**src/rtl/scene_sequencer.sv**
```systemverilog
// scene_sequencer: clears the frame, then draws a table of Reuleaux triangles on a shared engine
//
// Ports:
//   clk, rst_n                      clock and asynchronous active-low reset
//   start / done                    level scene request and its completion flag
//   bg_colour                       clear colour, latched when a scene starts
//   cfg_we/addr/x/y/d/colour        shape table write port (IDLE or DONE only)
//   cfg_count                       shapes to draw, latched and saturated at scene start
//   fs_start/fs_done/fs_colour      fillscreen handshake and colour
//   fs_vga_*                        fillscreen plot bus
//   ru_start/ru_done/ru_*           reuleaux handshake and operands
//   ru_vga_*                        reuleaux plot bus
//   vga_x/y/colour/plot             muxed plot bus to the VGA adapter
//
// Build option: define SEQ_PLOT_CLIP_EN to suppress plots outside the 160x120 frame.
module scene_sequencer #(
    parameter int MAX_SHAPES = 4,
    localparam int AW = (MAX_SHAPES > 1) ? $clog2(MAX_SHAPES) : 1,
    localparam int CW = $clog2(MAX_SHAPES + 1)
) (
    input  logic          clk,
    input  logic          rst_n,
    input  logic          start,
    output logic          done,
    input  logic [2:0]    bg_colour,
    input  logic          cfg_we,
    input  logic [AW-1:0] cfg_addr,
    input  logic [7:0]    cfg_x,
    input  logic [6:0]    cfg_y,
    input  logic [7:0]    cfg_d,
    input  logic [2:0]    cfg_colour,
    input  logic [CW-1:0] cfg_count,
    output logic          fs_start,
    input  logic          fs_done,
    output logic [2:0]    fs_colour,
    input  logic [7:0]    fs_vga_x,
    input  logic [6:0]    fs_vga_y,
    input  logic [2:0]    fs_vga_colour,
    input  logic          fs_vga_plot,
    output logic          ru_start,
    input  logic          ru_done,
    output logic [7:0]    ru_centre_x,
    output logic [6:0]    ru_centre_y,
    output logic [7:0]    ru_diameter,
    output logic [2:0]    ru_colour,
    input  logic [7:0]    ru_vga_x,
    input  logic [6:0]    ru_vga_y,
    input  logic [2:0]    ru_vga_colour,
    input  logic          ru_vga_plot,
    output logic [7:0]    vga_x,
    output logic [6:0]    vga_y,
    output logic [2:0]    vga_colour,
    output logic          vga_plot
);
    typedef enum logic [2:0] {IDLE, CLEAR, CLEAR_REL, LOAD, DRAW, DRAW_REL, DONE} state_t;
    typedef struct packed {
        logic [7:0] x;
        logic [6:0] y;
        logic [7:0] d;
        logic [2:0] c;
    } shape_t;
    state_t        state;
    shape_t        shapes [MAX_SHAPES];
    logic [CW-1:0] count_q;
    logic [AW-1:0] idx;
    logic [7:0]    hold_x;
    logic [6:0]    hold_y;
    logic [2:0]    hold_colour;
    logic          route_fs, route_ru, plot_raw;
    assign route_fs = (state == CLEAR) || (state == CLEAR_REL);
    assign route_ru = (state == LOAD) || (state == DRAW) || (state == DRAW_REL);
    // Live inputs pass straight through while an engine owns the bus; otherwise the last routed position is held.
    always_comb begin
        vga_x      = route_fs ? fs_vga_x      : route_ru ? ru_vga_x      : hold_x;
        vga_y      = route_fs ? fs_vga_y      : route_ru ? ru_vga_y      : hold_y;
        vga_colour = route_fs ? fs_vga_colour : route_ru ? ru_vga_colour : hold_colour;
        plot_raw   = route_fs ? fs_vga_plot   : route_ru ? ru_vga_plot   : 1'b0;
    end
`ifdef SEQ_PLOT_CLIP_EN
    assign vga_plot = plot_raw && (vga_x < 8'd160) && (vga_y < 7'd120);
`else
    assign vga_plot = plot_raw;
`endif
    always_ff @(posedge clk or negedge rst_n) begin
        if (!rst_n) begin
            state       <= IDLE;
            done        <= 1'b0;
            fs_start    <= 1'b0;
            ru_start    <= 1'b0;
            fs_colour   <= '0;
            ru_centre_x <= '0;
            ru_centre_y <= '0;
            ru_diameter <= '0;
            ru_colour   <= '0;
            count_q     <= '0;
            idx         <= '0;
            hold_x      <= '0;
            hold_y      <= '0;
            hold_colour <= '0;
            for (int i = 0; i < MAX_SHAPES; i++) shapes[i] <= '0;
        end else begin
            if ((state == IDLE || state == DONE) && cfg_we && 32'(cfg_addr) < MAX_SHAPES)
                shapes[cfg_addr] <= '{cfg_x, cfg_y, cfg_d, cfg_colour};
            if (route_fs || route_ru) begin
                hold_x      <= vga_x;
                hold_y      <= vga_y;
                hold_colour <= vga_colour;
            end
            case (state)
                IDLE: if (start) begin
                    fs_colour <= bg_colour;
                    count_q   <= (32'(cfg_count) > MAX_SHAPES) ? CW'(MAX_SHAPES) : cfg_count;
                    fs_start  <= 1'b1;
                    state     <= CLEAR;
                end
                CLEAR: if (fs_done) begin
                    fs_start <= 1'b0;
                    state    <= CLEAR_REL;
                end
                CLEAR_REL: if (!start) state <= IDLE;
                else if (count_q == '0) begin
                    done  <= 1'b1;
                    state <= DONE;
                end else begin
                    idx <= '0;
                    {ru_centre_x, ru_centre_y, ru_diameter, ru_colour} <= shapes[0];
                    state <= LOAD;
                end
                LOAD: if (!start) state <= IDLE;
                else begin
                    ru_start <= 1'b1;
                    state    <= DRAW;
                end
                DRAW: if (ru_done) begin
                    ru_start <= 1'b0;
                    state    <= DRAW_REL;
                end
                DRAW_REL: if (!start) state <= IDLE;
                else if (CW'(idx) + CW'(1) == count_q) begin
                    done  <= 1'b1;
                    state <= DONE;
                end else begin
                    idx <= idx + AW'(1);
                    {ru_centre_x, ru_centre_y, ru_diameter, ru_colour} <= shapes[idx + AW'(1)];
                    state <= LOAD;
                end
                DONE: if (!start) begin
                    done  <= 1'b0;
                    state <= IDLE;
                end
                default: state <= IDLE;
            endcase
        end
    end
endmodule

```
**config.mk**
```make
export PLATFORM = sky130hd
export DESIGN_NAME = scene_sequencer
export DESIGN_NICKNAME = d
export VERILOG_FILES = /design/src/rtl/scene_sequencer.sv
export SDC_FILE = /design/constraint.sdc
export NUM_CORES = 1
export LEC_CHECK = 0
export BUFFER_PORTS_ARGS = -buffer_cell sky130_fd_sc_hd__buf_2
export CORE_MARGIN = 4
export CORE_UTILIZATION = 50
export CTS_CLUSTER_DIAMETER = 150
export DETAILED_ROUTE_END_ITERATION = 7
export PLACE_DENSITY = 0.72
export SLEW_MARGIN = 5
export SYNTH_ARGS = -nofsm -noshare
export SYNTH_HDL_FRONTEND = slang
export SYNTH_SLANG_ARGS = --single-unit
```
**constraint.sdc**
```tcl
create_clock -name clk -period 4.65 [get_ports clk]
set_clock_uncertainty 0.15 [all_clocks]
set_input_delay 0.93 -clock clk [delete_from_list [all_inputs] [get_ports clk]]
set_output_delay 0.93 -clock clk [all_outputs]
set_load 0.02 [all_outputs]
```
==> impl_metrics.prom <==
# TYPE chip_impl_metric gauge
chip_impl_metric{name="period_needed",unit="ns"} 3.91
chip_impl_info{name="outcome",value="completed"} 1
chip_impl_metric{name="synth_seq_area_share",unit=""} 0.549
chip_impl_metric{name="power_density_over_cell_area",unit="mW/mm^2"} 791
chip_impl_metric{name="num_vias",unit=""} 4959
chip_impl_metric{name="final-instance-count-excl-fill",unit=""} 855
chip_impl_metric{name="report.final.setup_viol",unit=""} 0
chip_impl_metric{name="vias_in_the_first_global_route",unit=""} 5105
chip_impl_metric{name="drc",unit=""} 0
chip_impl_metric{name="worst_path_largest_cell_delay",unit="ns"} 0.93
chip_impl_metric{name="max_h_tree_level",unit=""} 4
chip_impl_metric{name="drt_wl_total",unit="um"} 16900
chip_impl_metric{name="power_leakage",unit="nW"} 4.17
chip_impl_info{name="yosysMostFrequentCell",value="dfrtp_1"} 1
chip_impl_metric{name="die-height",unit="um"} 130
chip_impl_metric{name="tritoncts_num_sinks",unit=""} 162
chip_impl_metric{name="finalNetCount",unit=""} 737
chip_impl_metric{name="core_region_area",unit="sq mm"} 0.0145
chip_impl_metric{name="floorplan.io_pins",unit=""} 129
chip_impl_metric{name="synth_largest_type_area_fraction",unit=""} 0.549
chip_impl_info{name="critical_path.startpoint_type",value="register"} 1
chip_impl_metric{name="clk_transition_reported_paths",unit="ns"} 0.06
chip_impl_metric{name="aggregate_global_route_resource_usage",unit=""} 0.206
chip_impl_metric{name="cts_max_path_buffers",unit=""} 2
chip_impl_metric{name="critical_path_peak_fanout",unit=""} 33
chip_impl_metric{name="grt_first_pass_wirelength",unit="um"} 26900
chip_impl_metric{name="max_freq",unit="MHz"} 255
chip_impl_metric{name="cts_repair_resizes",unit=""} 0
chip_impl_metric{name="slew_headroom",unit=""} 0.210
chip_impl_info{name="holdCritPathClass",value="reg2reg"} 1
chip_impl_metric{name="critPathRequiredTime",unit="ns"} 3.57
chip_impl_metric{name="clock_latency_at_the_later_pin_of_the_worst_skew_pair",unit="ns"} 0.42
chip_impl_metric{name="cp_num_buf_inv",unit=""} 2
chip_impl_metric{name="syn-num-nets",unit=""} 618
chip_impl_metric{name="maximum_number_of_pins_on_one_net_before_global_route_repair",unit=""} 87
chip_impl_metric{name="route.detailed.vias_per_inst",unit=""} 5.80
chip_impl_metric{name="filler_cell_count",unit=""} 1119
chip_impl_info{name="synth.top_cells.by_count",value="dfrtp_1, mux2_2, a21o_1, a2bb2oi_1, o22ai_1"} 1
chip_impl_info{name="crit_path_cell_trace",value="nand2b_1 > a21oi_1 > buf_4 > nor2_2 > a21o_1 > buf_2"} 1
chip_impl_metric{name="floorplan.rows",unit=""} 44
chip_impl_metric{name="tightest_slew",unit="ns"} 1.18
chip_impl_metric{name="dp.cells",unit=""} 823
chip_impl_metric{name="report.final.hold_viol_count",unit=""} 0
chip_impl_metric{name="placed_area",unit="sq mm"} 0.00814
chip_impl_metric{name="finalWeightedCongestion",unit=""} 0.848
chip_impl_metric{name="final.period_utilization",unit=""} 0.842
chip_impl_info{name="cts_root_buf",value="clkbuf_16"} 1
chip_impl_metric{name="post_route_cells_drive_above_1_share",unit=""} 0.508
chip_impl_metric{name="yosys_warnings",unit=""} 0
chip_impl_metric{name="remaining_overflow_grt",unit=""} 0
chip_impl_metric{name="detail_route.iter0.violations",unit=""} 355
chip_impl_metric{name="grt_antenna_before_repair",unit=""} 1
chip_impl_info{name="netlist.top_cell.by_area",value="dfrtp_1"} 1
chip_impl_metric{name="number_of_enable_type_register_cells_in_the_synthesized_netlist",unit=""} 0
chip_impl_metric{name="synth_area",unit="sq mm"} 0.00739
chip_impl_info{name="cp_top_family",value="simple AND/OR/NAND/NOR gates"} 1
chip_impl_metric{name="die_x",unit="um"} 130
chip_impl_info{name="timing_worst_setup_path_type",value="reg2out"} 1
chip_impl_metric{name="yosys_register_bits",unit=""} 162
chip_impl_info{name="cp_slowest_cell",value="nor2_2"} 1
chip_impl_metric{name="floorplan.die_area",unit="sq mm"} 0.0168
chip_impl_info{name="tritoncts",value="yes"} 1
chip_impl_metric{name="synthesis.instances",unit=""} 539
chip_impl_metric{name="slew_viol_final",unit=""} 0
chip_impl_info{name="critPathCaptureType",value="output pin"} 1
chip_impl_metric{name="post_cts_hold_buffer_count",unit=""} 0
chip_impl_metric{name="area_growth_syn_to_layout",unit="%"} 19.2
chip_impl_metric{name="layout.cell_area.non_filler",unit="sq mm"} 0.00880
chip_impl_metric{name="insertedDiodeCount",unit=""} 0
chip_impl_info{name="rsz0062_at_grt",value="false"} 1
chip_impl_metric{name="first_pass_iters",unit=""} 4
chip_impl_metric{name="worst-endpoint-arrival",unit="ns"} 2.83
chip_impl_metric{name="finalSetupTns",unit="ns"} 0
chip_impl_metric{name="post_synth.cell_area_avg",unit="sq um"} 13.7
chip_impl_metric{name="route.detailed.wl_per_inst",unit="um"} 19.8
chip_impl_metric{name="placement.io_buffers",unit=""} 128
chip_impl_metric{name="ir_drop",unit="mV"} 0.483
chip_impl_metric{name="place_hpwl",unit="um"} 10500
chip_impl_metric{name="tritoncts.num_buffers",unit=""} 17
chip_impl_metric{name="ys_types",unit=""} 39
chip_impl_metric{name="number_of_setup_buffers_added_after_cts",unit=""} 0
chip_impl_metric{name="antenna_violating_nets_post_route",unit=""} 0
chip_impl_metric{name="fraction_of_synthesis_flops_using_an_asynchronous_set_or_reset_pin",unit=""} 1.00
chip_impl_info{name="synth_area_leaders",value="dfrtp_1, mux2_2, a21o_1"} 1
chip_impl_metric{name="start_util",unit=""} 0.510
chip_impl_info{name="synthFlopType",value="dfrtp_1"} 1
chip_impl_metric{name="max_cap_viol_count",unit=""} 0
## stage by stage
stage               hold slack [ns]  power (mW)  utilization  worst slack, ns
finish                        0.327        6.96        0.608            0.736
CTS                           0.332        7.01        0.608            0.757
global placement              0.310        5.29        0.562             1.32
floorplan                     0.300        4.66            -             1.96
detailed placement            0.318        5.43        0.562             1.22
global route                  0.343        7.37        0.608            0.473
## layer usage
metal,global-route usage,share of wire
met1,0.265,0.43
met2,0.350,0.51
met3,0.0486,0.047
met4,0.0550,0.0074
met5,0,0.00041
## cells by family (layout without fill, tap and decap cells)
group                    count (synthesis)  after routing  share of synthesized area
AND/OR/NAND/NOR                         39             39                     0.0300
AO/OA/AOI/OAI                          125            125                      0.127
flip-flops                             162            162                      0.549
multiplexers                           165            165                      0.253
XOR/XNOR                                 4              4                    0.00474
adder cells (fa/ha/maj)                  1              1                    0.00169
buffers and inverters                   43            175                     0.0351
## cells in the final DEF (no fill, tap or decap), types with 2 or more instances in the layout
cell and n:
dfrtp_1 162, mux2_2 158, buf_2 127, a21o_1 36, o22ai_1 26, a2bb2oi_1 26
a22o_1 19, clkbuf_16 17, nand2_1 13, buf_4 9, o21ai_0 8, inv_1 5
nor2_1 5, bufinv_16 5, nand2b_1 4, mux2_4 4, clkinv_4 4, a21oi_1 3
mux2i_1 3, xnor2_1 3, a31oi_1 3, nor3_4 3, clkinv_2 3, nand3_1 2
nand3b_1 2, clkbuf_8 2
## final timing paths
path	start	endpoint	slack, ns	cells after the start
min in group asynchronous	rst_n	shapes[84]	0.37	1
min reg2reg	hold_y[1]	hold_y[1]	0.33	1
max in group asynchronous	rst_n	shapes[74]	3.09	2
max	state[1]	vga_colour[2]	0.74	6
max reg2reg	idx[1]	ru_diameter[2]	1.49	5
min	hold_y[1]	hold_y[1]	0.33	1
## state kept, by name (all words and copies together), names as in the netlist, 2 cells and up
register and cells:
ru_centre_x 8, fs_colour 3, ru_centre_y 7, hold_colour 3
shapes 104, hold_x 8, state 3, ru_colour 3
idx 2, ru_diameter 8, hold_y 7, count_q 3
## where the power goes
part / total [mW] / internal [mW] / leakage, nW / switching (mW)
sequential: 2.53 / 2.12 / 1.96 / 0.412
combinational: 2.89 / 1.47 / 1.89 / 1.42
clock: 1.55 / 0.982 / 0.323 / 0.564
total: 6.96 / 4.57 / 4.17 / 2.40
## final cells by class
| class | count | area, sq um | share of cell area |
|---|---|---|---|
| tap | 184 | 230 | 0.0262 |
| sequential | 162 | 4050 | 0.460 |
| clock inverter | 13 | 208 | 0.0236 |
| timing repair buffer | 138 | 734 | 0.0834 |
| clock buffer | 19 | 453 | 0.0514 |
| multi-input combinational | 334 | 3110 | 0.353 |
| inverter | 5 | 18.8 | 0.00213 |
Note: power is estimated with default switching activity, not from simulation.
